## src/rtl/hvsync_generator_pce_if.sv

```systemverilog
// Video timing bundle between the sync generator (master) and a pixel consumer (slave).
// enable is the only input to the generator; every other signal is produced by it.
interface hvsync_generator_pce_if #(
    parameter int POS_W   = 9,
    parameter int FRAME_W = 8
);
    logic               enable;
    logic               hsync;
    logic               vsync;
    logic               display_on;
    logic [POS_W-1:0]   hpos;
    logic [POS_W-1:0]   vpos;
    logic               pix_ce;
    logic               line_start;
    logic               frame_start;
    logic [FRAME_W-1:0] frame_count;

    modport master (
        input  enable,
        output hsync, vsync, display_on, hpos, vpos,
        output pix_ce, line_start, frame_start, frame_count
    );

    modport slave (
        output enable,
        input  hsync, vsync, display_on, hpos, vpos,
        input  pix_ce, line_start, frame_start, frame_count
    );
endinterface

```

## src/rtl/hvsync_generator_pce.sv

```systemverilog
// Raster timing generator with a clock-enable pixel divider, programmable porches,
// sync polarities and a frame counter. Position-derived outputs are registered from next-state.
module hvsync_generator_pce #(
    parameter int H_DISPLAY = 256,
    parameter int H_BACK    = 60,
    parameter int H_FRONT   = 40,
    parameter int H_SYNC    = 25,
    parameter int V_DISPLAY = 240,
    parameter int V_TOP     = 18,
    parameter int V_BOTTOM  = 14,
    parameter int V_SYNC    = 4,
    parameter int HSYNC_POL = 1,
    parameter int VSYNC_POL = 1,
    parameter int CLK_DIV   = 1,
    parameter int POS_W     = 9,
    parameter int FRAME_W   = 8
) (
    input  logic                   clk,
    input  logic                   reset,
    hvsync_generator_pce_if.master vid
);
    localparam int H_TOTAL = H_DISPLAY + H_FRONT + H_SYNC + H_BACK;
    localparam int V_TOTAL = V_DISPLAY + V_BOTTOM + V_SYNC + V_TOP;

    if (CLK_DIV < 1) begin : g_bad_clk_div
        $error("hvsync_generator_pce: CLK_DIV must be at least 1");
    end
    if ((H_TOTAL - 1) > ((1 << POS_W) - 1)) begin : g_bad_h_width
        $error("hvsync_generator_pce: H_TOTAL-1 does not fit in POS_W bits");
    end
    if ((V_TOTAL - 1) > ((1 << POS_W) - 1)) begin : g_bad_v_width
        $error("hvsync_generator_pce: V_TOTAL-1 does not fit in POS_W bits");
    end

    localparam int DIV_W = (CLK_DIV > 1) ? $clog2(CLK_DIV) : 1;
    localparam logic [DIV_W-1:0] DIV_LAST = DIV_W'(CLK_DIV - 1);

    localparam logic [POS_W-1:0] H_LAST   = POS_W'(H_TOTAL - 1);
    localparam logic [POS_W-1:0] V_LAST   = POS_W'(V_TOTAL - 1);
    localparam logic [POS_W-1:0] H_VIS    = POS_W'(H_DISPLAY);
    localparam logic [POS_W-1:0] V_VIS    = POS_W'(V_DISPLAY);
    localparam logic [POS_W-1:0] HS_FIRST = POS_W'(H_DISPLAY + H_FRONT);
    localparam logic [POS_W-1:0] HS_LAST  = POS_W'(H_DISPLAY + H_FRONT + H_SYNC - 1);
    localparam logic [POS_W-1:0] VS_FIRST = POS_W'(V_DISPLAY + V_BOTTOM);
    localparam logic [POS_W-1:0] VS_LAST  = POS_W'(V_DISPLAY + V_BOTTOM + V_SYNC - 1);

    localparam logic HS_ON  = (HSYNC_POL != 0);
    localparam logic HS_OFF = (HSYNC_POL == 0);
    localparam logic VS_ON  = (VSYNC_POL != 0);
    localparam logic VS_OFF = (VSYNC_POL == 0);

    logic [DIV_W-1:0]   r_div;
    logic [POS_W-1:0]   r_hpos;
    logic [POS_W-1:0]   r_vpos;
    logic [FRAME_W-1:0] r_frame_count;
    logic               r_hsync;
    logic               r_vsync;
    logic               r_display_on;
    logic               r_line_start;
    logic               r_frame_start;

    logic               w_pix_ce;
    logic               w_hwrap;
    logic               w_vwrap;
    logic [POS_W-1:0]   w_hpos_nxt;
    logic [POS_W-1:0]   w_vpos_nxt;

    // pix_ce is gated by reset so it reads 0 the instant reset asserts.
    assign w_pix_ce = vid.enable && reset && (r_div == DIV_LAST);
    assign w_hwrap  = (r_hpos == H_LAST);
    assign w_vwrap  = (r_vpos == V_LAST);

    always_comb begin
        w_hpos_nxt = r_hpos;
        w_vpos_nxt = r_vpos;
        if (w_pix_ce) begin
            w_hpos_nxt = w_hwrap ? '0 : r_hpos + 1'b1;
            if (w_hwrap) begin
                w_vpos_nxt = w_vwrap ? '0 : r_vpos + 1'b1;
            end
        end
    end

    // Decoded outputs are computed from the next position so they never lag hpos/vpos.
    always_ff @(posedge clk or negedge reset) begin
        if (!reset) begin
            r_div         <= '0;
            r_hpos        <= '0;
            r_vpos        <= '0;
            r_frame_count <= '0;
            r_hsync       <= HS_OFF;
            r_vsync       <= VS_OFF;
            r_display_on  <= 1'b1;
            r_line_start  <= 1'b0;
            r_frame_start <= 1'b0;
        end else if (vid.enable) begin
            r_div         <= (r_div == DIV_LAST) ? '0 : r_div + 1'b1;
            r_hpos        <= w_hpos_nxt;
            r_vpos        <= w_vpos_nxt;
            r_hsync       <= (w_hpos_nxt >= HS_FIRST && w_hpos_nxt <= HS_LAST) ? HS_ON : HS_OFF;
            r_vsync       <= (w_vpos_nxt >= VS_FIRST && w_vpos_nxt <= VS_LAST) ? VS_ON : VS_OFF;
            r_display_on  <= (w_hpos_nxt < H_VIS) && (w_vpos_nxt < V_VIS);
            r_line_start  <= w_pix_ce && w_hwrap;
            r_frame_start <= w_pix_ce && w_hwrap && w_vwrap;
            if (w_pix_ce && w_hwrap && w_vwrap) begin
                r_frame_count <= r_frame_count + 1'b1;
            end
        end else begin
            r_line_start  <= 1'b0;
            r_frame_start <= 1'b0;
        end
    end

    assign vid.hsync       = r_hsync;
    assign vid.vsync       = r_vsync;
    assign vid.display_on  = r_display_on;
    assign vid.hpos        = r_hpos;
    assign vid.vpos        = r_vpos;
    assign vid.pix_ce      = w_pix_ce;
    assign vid.line_start  = r_line_start && vid.enable;
    assign vid.frame_start = r_frame_start && vid.enable;
    assign vid.frame_count = r_frame_count;
endmodule

```

## src/flat_wrapper.sv

```systemverilog
// flat-port wrapper written by rule: the top's interface ports become plain ports
module hvsync_generator_pce_flat 
#(
    parameter int H_DISPLAY = 256,
    parameter int H_BACK    = 60,
    parameter int H_FRONT   = 40,
    parameter int H_SYNC    = 25,
    parameter int V_DISPLAY = 240,
    parameter int V_TOP     = 18,
    parameter int V_BOTTOM  = 14,
    parameter int V_SYNC    = 4,
    parameter int HSYNC_POL = 1,
    parameter int VSYNC_POL = 1,
    parameter int CLK_DIV   = 1,
    parameter int POS_W     = 9,
    parameter int FRAME_W   = 8
)
  (clk, reset, vid_enable, vid_hsync, vid_vsync, vid_display_on, vid_hpos, vid_vpos, vid_pix_ce, vid_line_start, vid_frame_start, vid_frame_count);
  hvsync_generator_pce_if #(.POS_W(POS_W), .FRAME_W(FRAME_W)) vid_i ();
  input  logic clk;
  input  logic reset;
  input wire logic [$bits(vid_i.enable)-1:0] vid_enable;
  output wire logic [$bits(vid_i.hsync)-1:0] vid_hsync;
  output wire logic [$bits(vid_i.vsync)-1:0] vid_vsync;
  output wire logic [$bits(vid_i.display_on)-1:0] vid_display_on;
  output wire logic [$bits(vid_i.hpos)-1:0] vid_hpos;
  output wire logic [$bits(vid_i.vpos)-1:0] vid_vpos;
  output wire logic [$bits(vid_i.pix_ce)-1:0] vid_pix_ce;
  output wire logic [$bits(vid_i.line_start)-1:0] vid_line_start;
  output wire logic [$bits(vid_i.frame_start)-1:0] vid_frame_start;
  output wire logic [$bits(vid_i.frame_count)-1:0] vid_frame_count;
  assign vid_i.enable = vid_enable;
  assign vid_hsync = vid_i.hsync;
  assign vid_vsync = vid_i.vsync;
  assign vid_display_on = vid_i.display_on;
  assign vid_hpos = vid_i.hpos;
  assign vid_vpos = vid_i.vpos;
  assign vid_pix_ce = vid_i.pix_ce;
  assign vid_line_start = vid_i.line_start;
  assign vid_frame_start = vid_i.frame_start;
  assign vid_frame_count = vid_i.frame_count;
  hvsync_generator_pce #(.H_DISPLAY(H_DISPLAY), .H_BACK(H_BACK), .H_FRONT(H_FRONT), .H_SYNC(H_SYNC), .V_DISPLAY(V_DISPLAY), .V_TOP(V_TOP), .V_BOTTOM(V_BOTTOM), .V_SYNC(V_SYNC), .HSYNC_POL(HSYNC_POL), .VSYNC_POL(VSYNC_POL), .CLK_DIV(CLK_DIV), .POS_W(POS_W), .FRAME_W(FRAME_W)) u_core (.clk(clk), .reset(reset), .vid(vid_i));
endmodule
```

## config.mk

```make
export PLATFORM = sky130hd
export DESIGN_NAME = hvsync_generator_pce_flat
export DESIGN_NICKNAME = d
export VERILOG_FILES = /design/src/rtl/hvsync_generator_pce_if.sv /design/src/rtl/hvsync_generator_pce.sv /design/src/flat_wrapper.sv
export SDC_FILE = /design/constraint.sdc
export NUM_CORES = 1
export LEC_CHECK = 0
export ABC_AREA = 1
export BUFFER_PORTS_ARGS = -buffer_cell sky130_fd_sc_hd__buf_2
export CORE_UTILIZATION = 57
export CTS_BUF_LIST = sky130_fd_sc_hd__clkbuf_4 sky130_fd_sc_hd__clkbuf_8
export DETAILED_ROUTE_END_ITERATION = 16
export PLACE_DENSITY = 0.82
export SLEW_MARGIN = 20
export SYNTH_ARGS = -nofsm -noshare
export SYNTH_HDL_FRONTEND = slang
export SYNTH_SLANG_ARGS = --single-unit
```

## constraint.sdc

```tcl
create_clock -name clk -period 2.2 [get_ports clk]
set_clock_uncertainty 0.05 [all_clocks]
set_input_delay 0.11 -clock clk [delete_from_list [all_inputs] [get_ports clk]]
set_output_delay 0.11 -clock clk [all_outputs]
set_load 0.1 [all_outputs]
```

==> Word level (Yosys, flattened, before mapping) <==
Index checks and enable logic that the tools add are counted.
{ "classes": {"n_eq_ne": 2, "n_mul": 0, "bitwise_logic": 1, "shifts": 0, "n_addsub": 4, "reduce_logical": 10, "magnitude_cmp": 6, "div_mod_pow": 0, "mux": 10} }
{ "op_table": {"columns": ["operator", "n"], "rows": [
  ["9-bit two-way mux", 5],
  ["9-bit by 1-bit adder with 9-bit output, second input constant", 2],
  ["9-bit equality test, second input constant", 2],
  ["9-bit less-or-equal comparator, second input constant", 2],
  ["9-bit by 8-bit >= comparator with 1-bit output, second input constant", 1],
  ["9-bit >= comparator, second input constant", 1],
  ["1-bit logical AND", 9],
  ["9-bit by 8-bit < comparator with 1-bit output, second input constant", 1],
  ["9-bit < comparator, second input constant", 1],
  ["8-bit by 1-bit adder with 8-bit output, second input constant", 1],
  ["1-bit two-way mux", 5],
  ["2-bit AND reduction", 1],
  ["1-bit adder, second input constant", 1],
  ["1-bit inverter", 1]
]} }
{ "word_totals": {"register_bits": 32, "in_bits": 3, "mem_count": 0, "output_inout_bits": 32, "elab_cells": 42, "mem_bits_rw": 0, "rom_bits": 0, "latchBits": 0} }

==> Longest topological paths before layout <==
Gate-level depths: netlist (run 1).
{ "logic_depth": {"depth_word": 7, "depth_mapped": 15, "ltp_nobuf": 15} }

==> Worst setup path after synthesis (run 1) <==
No wires, ideal clock.
{ "synth_timing": {"path_type": "register to register", "start": "register u_core.r_vpos[0], in the netlist u_core.vid.vpos[0]", "end": "register u_core.r_frame_count[7], in the netlist u_core.vid.frame_count[7]", "arrival_ps": 2317, "synth_period_minus_slack_ps": 2528, "path_buffers": 0, "setup_slack_ps": -328, "stages_incl_launch_ff": 11, "setup_ps": 161, "required_ps": 1989, "cell_sequence": "dfrtp_1 ha_1 nand2_1 nor2_1 nand2_1 nor3_1 inv_1 nor2_1 nand3_1 nor3_2 xor2_1"} }
{ "synth_between": {"elab_chain_cells": 3} }
{ "synth_lines": {"columns": ["element", "line", "rtl"], "rows": [
  ["from (decl)", "hvsync_generator_pce.sv:54", "logic [POS_W-1:0] r_vpos;"],
  ["from (signal assigned)", "hvsync_generator_pce.sv:99", "r_vpos <= w_vpos_nxt;"],
  ["9-bit equality test", "hvsync_generator_pce.sv:71", "assign w_vwrap = (r_vpos == V_LAST);"],
  ["1-bit logical AND", "hvsync_generator_pce.sv:105", "if (w_pix_ce && w_hwrap && w_vwrap) begin"],
  ["2-bit AND reduction (no line)", null, null],
  ["to (signal assigned)", "hvsync_generator_pce.sv:106", "r_frame_count <= r_frame_count + 1'b1;"],
  ["to (decl)", "hvsync_generator_pce.sv:55", "logic [FRAME_W-1:0] r_frame_count;"]
]} }
Every way passes these cells.
A chain may end at the register's enable or synchronous reset.

==> Worst setup path in the final report (run 1) <==
{ "layout_timing": {"start": "register u_core.r_hpos[0], in the netlist u_core.vid.hpos[0]", "end": "register u_core.r_frame_count[7], in the netlist u_core.vid.frame_count[7]"} }
{ "layout_between": {"elab_chain_cells": 4} }
{ "layout_lines": {"columns": ["element", "line", "rtl"], "rows": [
  ["from (decl)", "hvsync_generator_pce.sv:53", "logic [POS_W-1:0] r_hpos;"],
  ["from (signal assigned)", "hvsync_generator_pce.sv:98", "r_hpos <= w_hpos_nxt;"],
  ["9-bit equality test", "hvsync_generator_pce.sv:70", "assign w_hwrap = (r_hpos == H_LAST);"],
  ["1-bit logical AND (2 in a row)", "hvsync_generator_pce.sv:105", null],
  ["2-bit AND reduction (no line)", null, null]
]} }
Every way passes these cells.

==> reports/metrics.csv, run 1 <==
metric;value;unit
run status;complete, no violations;
commonest non-fill, non-tap cell in the layout;nand2_1;
setup_tns;0;ps
crit start category;register;
Pint;1.128;mW
vias per cell;4.966;
Critical Path RT;2400;ps
row count;20;
WL per Instance;11.76;microns
share of cells above drive strength 1;31.67;%
Tcrit/Tclk final;92.23;%
relative slew slack;67.47;%
CP arrival;2230;ps
Max FO, Critical Path;4;
Clock Path Buffers;2;
initial antenna violation count;0;
Die Wd;58.86;microns
Power Dens Cells;1056;mW/mm^2
initial drt markers;91;
hold_ws;56.56;ps
Max-Cap Viols;0;
peak supply drop;0.5627;mV
Flop pwr share;32.8;%
# setup viols final;0;
DRC viols;0;
unrepaired setup endpoints after global routing;true;
area of the multi-input gates;897.1;sq um
gp weighted congestion;0.9391;
Leak;1.224;nW
DRT Pass-1 Iters;4;
Total Wirelength;3822;microns
max-slew violation count;0;
# clock sinks;31;
commonest cells after routing, fill and taps aside;65 x nand2_1, 40 x inv_1, 34 x buf_2;
Tmin final;2029;ps
# diodes;0;
Setup Crit Path Kind;register to register;
synth unique cells;30;
P_sw;1.225;mW
CORE AREA;0.003053;sq mm
Post-Syn Instances;234;
grt total ovfl;0;
Layout area overhead;20.98;%
f_max;492.8;MHz
Reg clk slew, reported paths;100;ps
Storage cell area;798.3;sq um
vias in the first global route;1355;
Avg Cell Area, Syn;7.876;sq um
CTS Buf Count;5;
Layout fillers;259;
Post-Syn Area;0.001843;sq mm
Least-Margin Pin Slew;491.4;ps
via count;1614;
Critical Path End Type;register;
Root Buffer;clkbuf_4;
#FFs+latches synth;31;
IO Port Bufs;34;
Comb pwr share;47.3;%
metal3 WL;150;microns
fin nets;287;
Top-Level Pins;35;
CTS tree;yes;
Post-DP HPWL;2842;microns
first-pass GRT wire length;6223;microns
Fin. Hold Viols;0;
clk_lat worst skew;330;ps
Die Y-Extent;58.86;microns
M1 WL;1863;microns
CTS HTree Levels;2;
largest net degree at the start of global routing;32;
Die Area;0.003465;sq mm
Sw Ratio;52.06;%
wire length on met2;1739;microns
GRT Total Usage;24.71;%
Warnings, synthesis;0;
sequential area share after synthesis;42.16;%
antenna-violating nets left;0;
initial core utilization;60.37;%
clock group share of total power;19.9;%
Hold WC Path Type;input pin to register;
Syn Nets;241;
top routing layer used;met4;
[area by class of cell]
class	count	area share, %
Clock buffer	6	2.301
Clock inverter	2	1.571
Inverter	42	7.295
Multi-Input combinational cell	160	40.24
Sequential cell	31	35.80
Tap cell	44	2.469
Timing Repair Buffer	40	10.33
[flip-flops by register name (all words and copies together), names as in the netlist]
| name | cells |
|---|---|
| u_core.vid.hpos | 9 |
| u_core.vid.vsync | 1 |
| u_core.r_line_start | 1 |
| u_core.vid.display_on | 1 |
| u_core.vid.vpos | 9 |
| u_core.r_frame_start | 1 |
| u_core.vid.hsync | 1 |
| u_core.vid.frame_count | 8 |
[kinds of logic (layout without fill, tap and decap cells)]
logic type	after synthesis	after routing	share of synthesized area, %
compound gates	16	16	5.770
xor+xnor	7	7	3.327
fa+ha+maj	4	4	2.716
buf+inv	43	90	9.436
flops	31	31	42.16
mux	1	1	0.6110
simple gates	132	132	35.98
[worst paths after layout]
path	startpoint	to	slack, ps	depth (start not counted)
worst min-delay path	vid_enable	u_core.vid.vsync$_DFFE_PN0P_	60	3
min in group asynchronous	reset	u_core.vid.hpos[3]$_DFFE_PN0P_	350	3
max in group asynchronous	reset	u_core.vid.display_on$_DFFE_PN1P_	1440	3
worst max register to register	u_core.vid.hpos[0]$_DFFE_PN0P_	u_core.vid.frame_count[7]$_DFFE_PN0P_	170	11
worst max-delay path	u_core.vid.hpos[0]$_DFFE_PN0P_	u_core.vid.frame_count[7]$_DFFE_PN0P_	170	11
worst min register to register	u_core.vid.display_on$_DFFE_PN1P_	u_core.vid.display_on$_DFFE_PN1P_	430	2
[metal layers]
layer	vias up	global-route usage, %
li1	822	-
met1	740	34.81
met2	46	37.01
met3	6	5.934
met4	0	9.184
met5	-	0
[power by group through the flow]
| stage | Clock (mW) | Combinational (mW) | Sequential [mW] |
|---|---|---|---|
| final | 0.469 | 1.11 | 0.772 |
| after global routing | 0.498 | 1.19 | 0.790 |
| after CTS | 0.480 | 1.11 | 0.773 |
| after detailed placement | 0 | 1.11 | 0.785 |
| after global placement | 0 | 1.10 | 0.780 |
| after floorplan | 0 | 0.326 | 1.39 |
[synth_stat cells, drive strengths merged]
cell	number	area share, %
nor3	4	1.9
inv	42	8.8
mux2	1	0.61
o21bai	4	2.2
nor2	28	9.2
xnor2	3	1.4
xor2	4	1.9
dfrtp	30	41
dfstp	1	1.4
nand4	7	2.4
or2	1	0.34
nand3	21	6.4
buf	1	0.61
ha	4	2.7
a21oi	2	0.75
nand2	71	16
o21ai	9	2.4
a31oi	1	0.34
[through the flow]
| stage | setup slack [ps] | instance area (sq um) | std cells | utilization, % | power [mW] |
|---|---|---|---|---|---|
| after global routing | -34.87 | 2230 | 325 | 73.03 | 2.474 |
| final | 170.8 | 2230 | 325 | 73.03 | 2.354 |
| after detailed placement | 162.3 | 2108 | 315 | 69.06 | 1.895 |
| after CTS | 136.7 | 2205 | 324 | 72.21 | 2.368 |
| after floorplan | 15.26 | 1864 | 234 | - | 1.716 |
| after global placement | 238.7 | 2108 | 315 | 69.06 | 1.882 |
[critical path, cell delays in order, from the launching register on]
cell     delay [ps]
dfrtp_2         450
inv_1            80
ha_1            140
nand2_1          90
nor2_4          190
nand2_2         110
nor3_1          220
inv_1            90
nor2_1           90
nand3_1         130
nor3_2          160
xor2_1          150
[timing repair]
| action | in CTS | in global routing |
|---|---|---|
| resized for setup | 0 | 1 |
| hold buffers | 1 | 0 |
| hold endpoints to repair | 30 | 0 |
| setup endpoints to repair | 0 | 3 |
| setup buffers | 0 | 1 |
Power figures use the tool's default switching activity.
==> run 2: changes to the inputs <==
Settings changed: ABC_AREA 1 to not set, CORE_UTILIZATION 57 to 56.
==> reports/metrics.csv, run 2 <==
metric;value;unit
final non-filler cell total;251;
Max FO, Critical Path;7;
Setup Crit Path Kind;register to register;
Pwr Total;1.927;mW
most frequent cells after synthesis;30 x dfrtp_1, 14 x nand2_1, 14 x nand3_1;
DRC viols;0;
clk_lat worst skew;340;ps
Avg Cell Area, Syn;10.13;sq um
CP endpoint;u_core.vid.vsync$_DFFE_PN0P_;
Die Y-Extent;55.96;microns
Tmin final;2246;ps
Total Wirelength;4046;microns
CP cell instances;inv_4, ha_4, and3b_2, nand3_4, or3_1, o21ai_2, nand4_1, or3_1, o221ai_2;
Power Dens Cells;871.5;mW/mm^2
CP arrival;2450;ps
grt total ovfl;0;
CTS tree;yes;
commonest cells after routing, fill and taps aside;34 x buf_2, 20 x buf_4, 14 x nand2_1;
commonest non-fill, non-tap cell in the layout;buf_2;
peak supply drop;1.252;mV
Least-Margin Pin Slew;496.7;ps
reg2reg path depth;9;
Warnings, synthesis;0;
DRT Pass-1 Iters;4;
largest net degree at the start of global routing;22;
relative slew slack;67.11;%
Leak;1.046;nW
unrepaired setup endpoints after global routing;true;
crit start category;register;
Root Buffer;clkbuf_4;
placed instance area;0.002026;sq mm
share of cells above drive strength 1;47.27;%
Critical Path End Type;register;
family with the most delay on the worst path;simple AND/OR/NAND/NOR gates;
Hold WC Path Type;input pin to async pin;
Worst Setup Slack, final;-46.26;ps
CTS HTree Levels;2;
WL per Instance;16.12;microns
run status;finished with violations;
worst r2r src;u_core.vid.hpos[1]$_DFFE_PN0P_;
cell taking the most area after synthesis;dfrtp_1;
Post-Syn Area;0.001630;sq mm
Die Area;0.003131;sq mm
fin nets;226;
antenna-violating nets left;0;
Critical Path RT;2400;ps
Top FF cell, synth;dfrtp_1;
Fin. Hold Viols;0;
Post-Syn Instances;161;
CORE AREA;0.002758;sq mm
Tcrit/Tclk final;102.1;%
initial core utilization;59.12;%
f_max;445.2;MHz
Syn Nets;168;
async set-reset flop share out of synthesis;100.0;%
setup_tns;-46.26;ps
Post-synth EDFFs;0;
IO Port Bufs;34;
Worst path max stage delay;510;ps
Clock Path Buffers;2;
sequential area share after synthesis;47.66;%
Inst Count DP;235;
# setup viols final;1;
initial drt markers;78;
Max-Cap Viols;0;
violated checks;negative setup slack;
post-synth top area share;46.05;%
row count;19;
fin area;0.002211;sq mm
GRT Total Usage;26.85;%
pre-CTS WS;-34.10;ps
max-slew violation count;0;
Layout area overhead;35.61;%
Post-DP HPWL;2845;microns
via count;1494;
Crit. path cell count;9;
WP buf/inv;1;
initial antenna violation count;0;
# clock sinks;31;
vias in the first global route;1372;
CP startpoint;u_core.vid.hpos[1]$_DFFE_PN0P_;
CTS Buf Count;5;
Reg2Reg Capture Point;u_core.vid.vsync$_DFFE_PN0P_;
#FFs+latches synth;31;
# diodes;0;
vias per cell;5.952;
most frequent cell after synthesis;dfrtp_1;
synth unique cells;44;
Top-Level Pins;35;
Critical Path Slowest Stage Cell;dfrtp_4;
cell mode on critical path;or3_1;
r2r setup slk;-50;ps
gp weighted congestion;0.8670;
first-pass GRT wire length;6348;microns
Die Wd;55.96;microns
Area contributors post-synth;dfrtp_1 46%, xnor2_1 6.4%, nand3_1 4.3%, nand2_1 3.2%, ha_1 3.1%;
Reg clk slew, reported paths;110;ps
## run 2: power breakdown
| group | internal (mW) | switching [mW] | total [mW] |
|---|---|---|---|
| sequential | 0.651 | 0.0765 | 0.727 |
| clock | 0.122 | 0.212 | 0.334 |
| combinational | 0.228 | 0.638 | 0.865 |
| total | 1.00 | 0.927 | 1.93 |
## run 2: per-stage QoR
stage	hold slack [ps]	util, %
floorplan	-235.6	-
global placement	-122.4	73.46
detailed placement	-122.7	73.46
CTS	40.91	77.04
global route	43.53	80.17
finish	52.63	80.17
## run 2: final cells by class
class / count / area [sq um]
clock inverters: 3 / 20.02
fillers: 175 / 546.8
multi-input cells: 117 / 925.9
repair buffers: 55 / 330.3
inverters: 9 / 41.29
flip-flops and latches: 31 / 817.0
clock buffers: 5 / 37.54
well taps: 31 / 38.79
## run 2: how the worst min path moves through the flow
| stage | depth (start not counted) | to | slack, ps | startpoint |
|---|---|---|---|---|
| after detailed placement | 1 | u_core.vid.hpos[4]$_DFFE_PN0P_ | -120 | reset |
| after CTS | 2 | u_core.vid.hpos[4]$_DFFE_PN0P_ | 40 | reset |
| after global routing | 2 | u_core.vid.hpos[4]$_DFFE_PN0P_ | 40 | reset |
| after global placement | 1 | u_core.vid.hpos[3]$_DFFE_PN0P_ | -120 | reset |
| after floorplan | 0 | u_core.r_frame_start$_DFF_PN0_ | -240 | reset |
| final | 2 | u_core.vid.hpos[4]$_DFFE_PN0P_ | 50 | reset |
## run 2: routing by layer
layer  vias to the layer above  global-route usage (%)  share of wire, %
met5                         -                       0                 0
met3                         4                   6.744               5.4
met1                       729                   36.29                44
met2                        66                   41.82                50
li1                        695                       -                 -
met4                         0                   10.80               1.1
## run 2: logic make-up (layout without fill, tap and decap cells)
| logic type | count (synthesis) | in the layout | share of synthesized area [%] |
|---|---|---|---|
| flops | 31 | 31 | 47.66 |
| fa+ha+maj | 4 | 4 | 3.070 |
| compound gates | 22 | 22 | 9.747 |
| simple gates | 70 | 70 | 24.48 |
| xor+xnor | 17 | 17 | 9.133 |
| mux | 4 | 4 | 2.609 |
| buf+inv | 13 | 72 | 3.300 |
## run 2: worst register-to-register path: stages (launching register included)
cell	delay [ps]
dfrtp_4	510
inv_4	70
ha_4	130
and3b_2	220
nand3_4	130
or3_1	350
o21ai_2	90
nand4_1	160
or3_1	380
o221ai_2	80
## run 2: what timing repair did
action	4_1_cts	5_1_grt
hold buffers	1	0
resized for setup	2	9
hold endpoints to repair	30	0
endpoints found under the setup margin	2	3
buffers inserted	3	4
pin swaps	3	2
==> run 3: changes to the inputs <==
Settings changed: PLACE_DENSITY 0.82 to 0.88.
Clock period 2.2 ns to 2.5 ns, I/O delays scaled along.
==> reports/metrics.csv, run 3 (synthesis gave the netlist of run 2 again) <==
metric;value;unit
Post-DP HPWL;2730;microns
Max FO, Critical Path;10;
Setup Crit Path Kind;register to register;
grt total ovfl;0;
CP arrival;2550;ps
gp weighted congestion;0.9046;
placed instance area;0.001863;sq mm
WL per Instance;15.51;microns
largest net degree at the start of global routing;22;
Tcrit/Tclk final;94.07;%
Layout area overhead;21.49;%
# clock sinks;31;
Post-Route Utilization;71.82;%
via count;1382;
initial antenna violation count;0;
Total Wirelength;3691;microns
row count;19;
Die Wd;55.96;microns
fin area;0.001981;sq mm
antenna-violating nets left;0;
wire length on met2;1826;microns
Hold WC Path Type;input pin to register;
run status;complete, no violations;
Clock Path Buffers;2;
DRC viols;0;
metal3 WL;163;microns
CTS tree;yes;
commonest non-fill, non-tap cell in the layout;buf_2;
Leak;0.9998;nW
initial drt markers;59;
M1 WL;1634;microns
fin nets;213;
Least-Margin Pin Slew;498.9;ps
share of cells above drive strength 1;34.30;%
first-pass GRT wire length;6065;microns
GRT Total Usage;25.53;%
peak supply drop;1.199;mV
top routing layer used;met4;
f_max;425.2;MHz
clk_lat worst skew;330;ps
CTS HTree Levels;2;
Die Area;0.003131;sq mm
DRT Pass-1 Iters;4;
Power Dens Cells;810.8;mW/mm^2
Tmin final;2352;ps
CTS Buf Count;5;
Fin. Hold Viols;0;
CORE AREA;0.002758;sq mm
Critical Path End Type;register;
r2r setup slk;150;ps
vias per cell;5.807;
pre-CTS WS;91.26;ps
Worst Setup Slack, final;148.2;ps
crit start category;register;
IO Port Bufs;34;
initial core utilization;59.12;%
Top-Level Pins;35;
commonest cells after routing, fill and taps aside;34 x buf_2, 19 x dfrtp_1, 14 x nand2_1, 14 x nand3_1;
Max-Cap Viols;0;
Root Buffer;clkbuf_4;
Critical Path RT;2700;ps
Reg clk slew, reported paths;90;ps
max-slew violation count;0;
relative slew slack;66.97;%
Die Y-Extent;55.96;microns
vias in the first global route;1297;
# diodes;0;
# setup viols final;0;
run 3: cell types whose count changed in the layout (fill, tap and decap cells not counted), sizes merged:
cell      change
buf          -13
clkbuf        +2
clkinvlp      -2
run 3: stage by stage:
step / hold WS [ps] / setup TNS, ps / power, mW / cells
6_report: 99.05 / 0 / 1.606 / 238
3_3_place_gp: -31.57 / 0 / 1.245 / 226
3_5_place_dp: -17.75 / 0 / 1.261 / 226
2_1_floorplan: -220.6 / 0 / 1.148 / 161
5_1_grt: 135.2 / -32.34 / 1.681 / 238
4_1_cts: 92.78 / 0 / 1.566 / 235
run 3: path summary, 6_finish.rpt:
kind	cells past startpoint	end	startpoint
setup reg to reg	9	u_core.vid.vsync$_DFFE_PN0P_	u_core.vid.hpos[1]$_DFFE_PN0P_
hold reg to reg	1	u_core.vid.frame_count[7]$_DFFE_PN0P_	u_core.vid.frame_count[7]$_DFFE_PN0P_
max in group asynchronous	3	u_core.vid.display_on$_DFFE_PN1P_	reset
setup / recovery	9	u_core.vid.vsync$_DFFE_PN0P_	u_core.vid.hpos[1]$_DFFE_PN0P_
min in group asynchronous	2	u_core.vid.hpos[5]$_DFFE_PN0P_	reset
hold / removal	2	u_core.vid.vsync$_DFFE_PN0P_	vid_enable
run 3: cell type report:
type,count,area (sq um)
multi-input cells,117,820.8
flip-flops and latches,31,790.8
fillers,209,777.0
repair buffers,42,232.7
clock buffers,7,58.81
well taps,31,38.79
inverters,9,33.78
clock inverters,1,5.005
run 3: critical path: stages, from the launching register on:
cell and delay [ps]:
dfrtp_2 450, inv_1 100, ha_1 200, and3b_2 250, nand3_4 150, or3_1 400, o21ai_2 90, nand4_1 110
or3_1 390, o221ai_1 80
run 3: what timing repair did:
item,CTS,global route
endpoints found under the hold margin,13,0
buffers inserted,0,3
endpoints found under the setup margin,0,1
resized for setup,0,4
hold buffers,1,0
run 3: routing by layer:
metal  vias up  track usage, %
met2        41           41.82
met3        10           7.209
met4         0           7.666
met1       662           33.28
li1        669               -
met5         -               0
run 3: where the power goes:
group | total (mW) | switching (mW) | internal [mW]
combinational | 0.673 | 0.511 | 0.163
sequential | 0.626 | 0.0713 | 0.555
clock | 0.306 | 0.159 | 0.147
total | 1.61 | 0.741 | 0.865
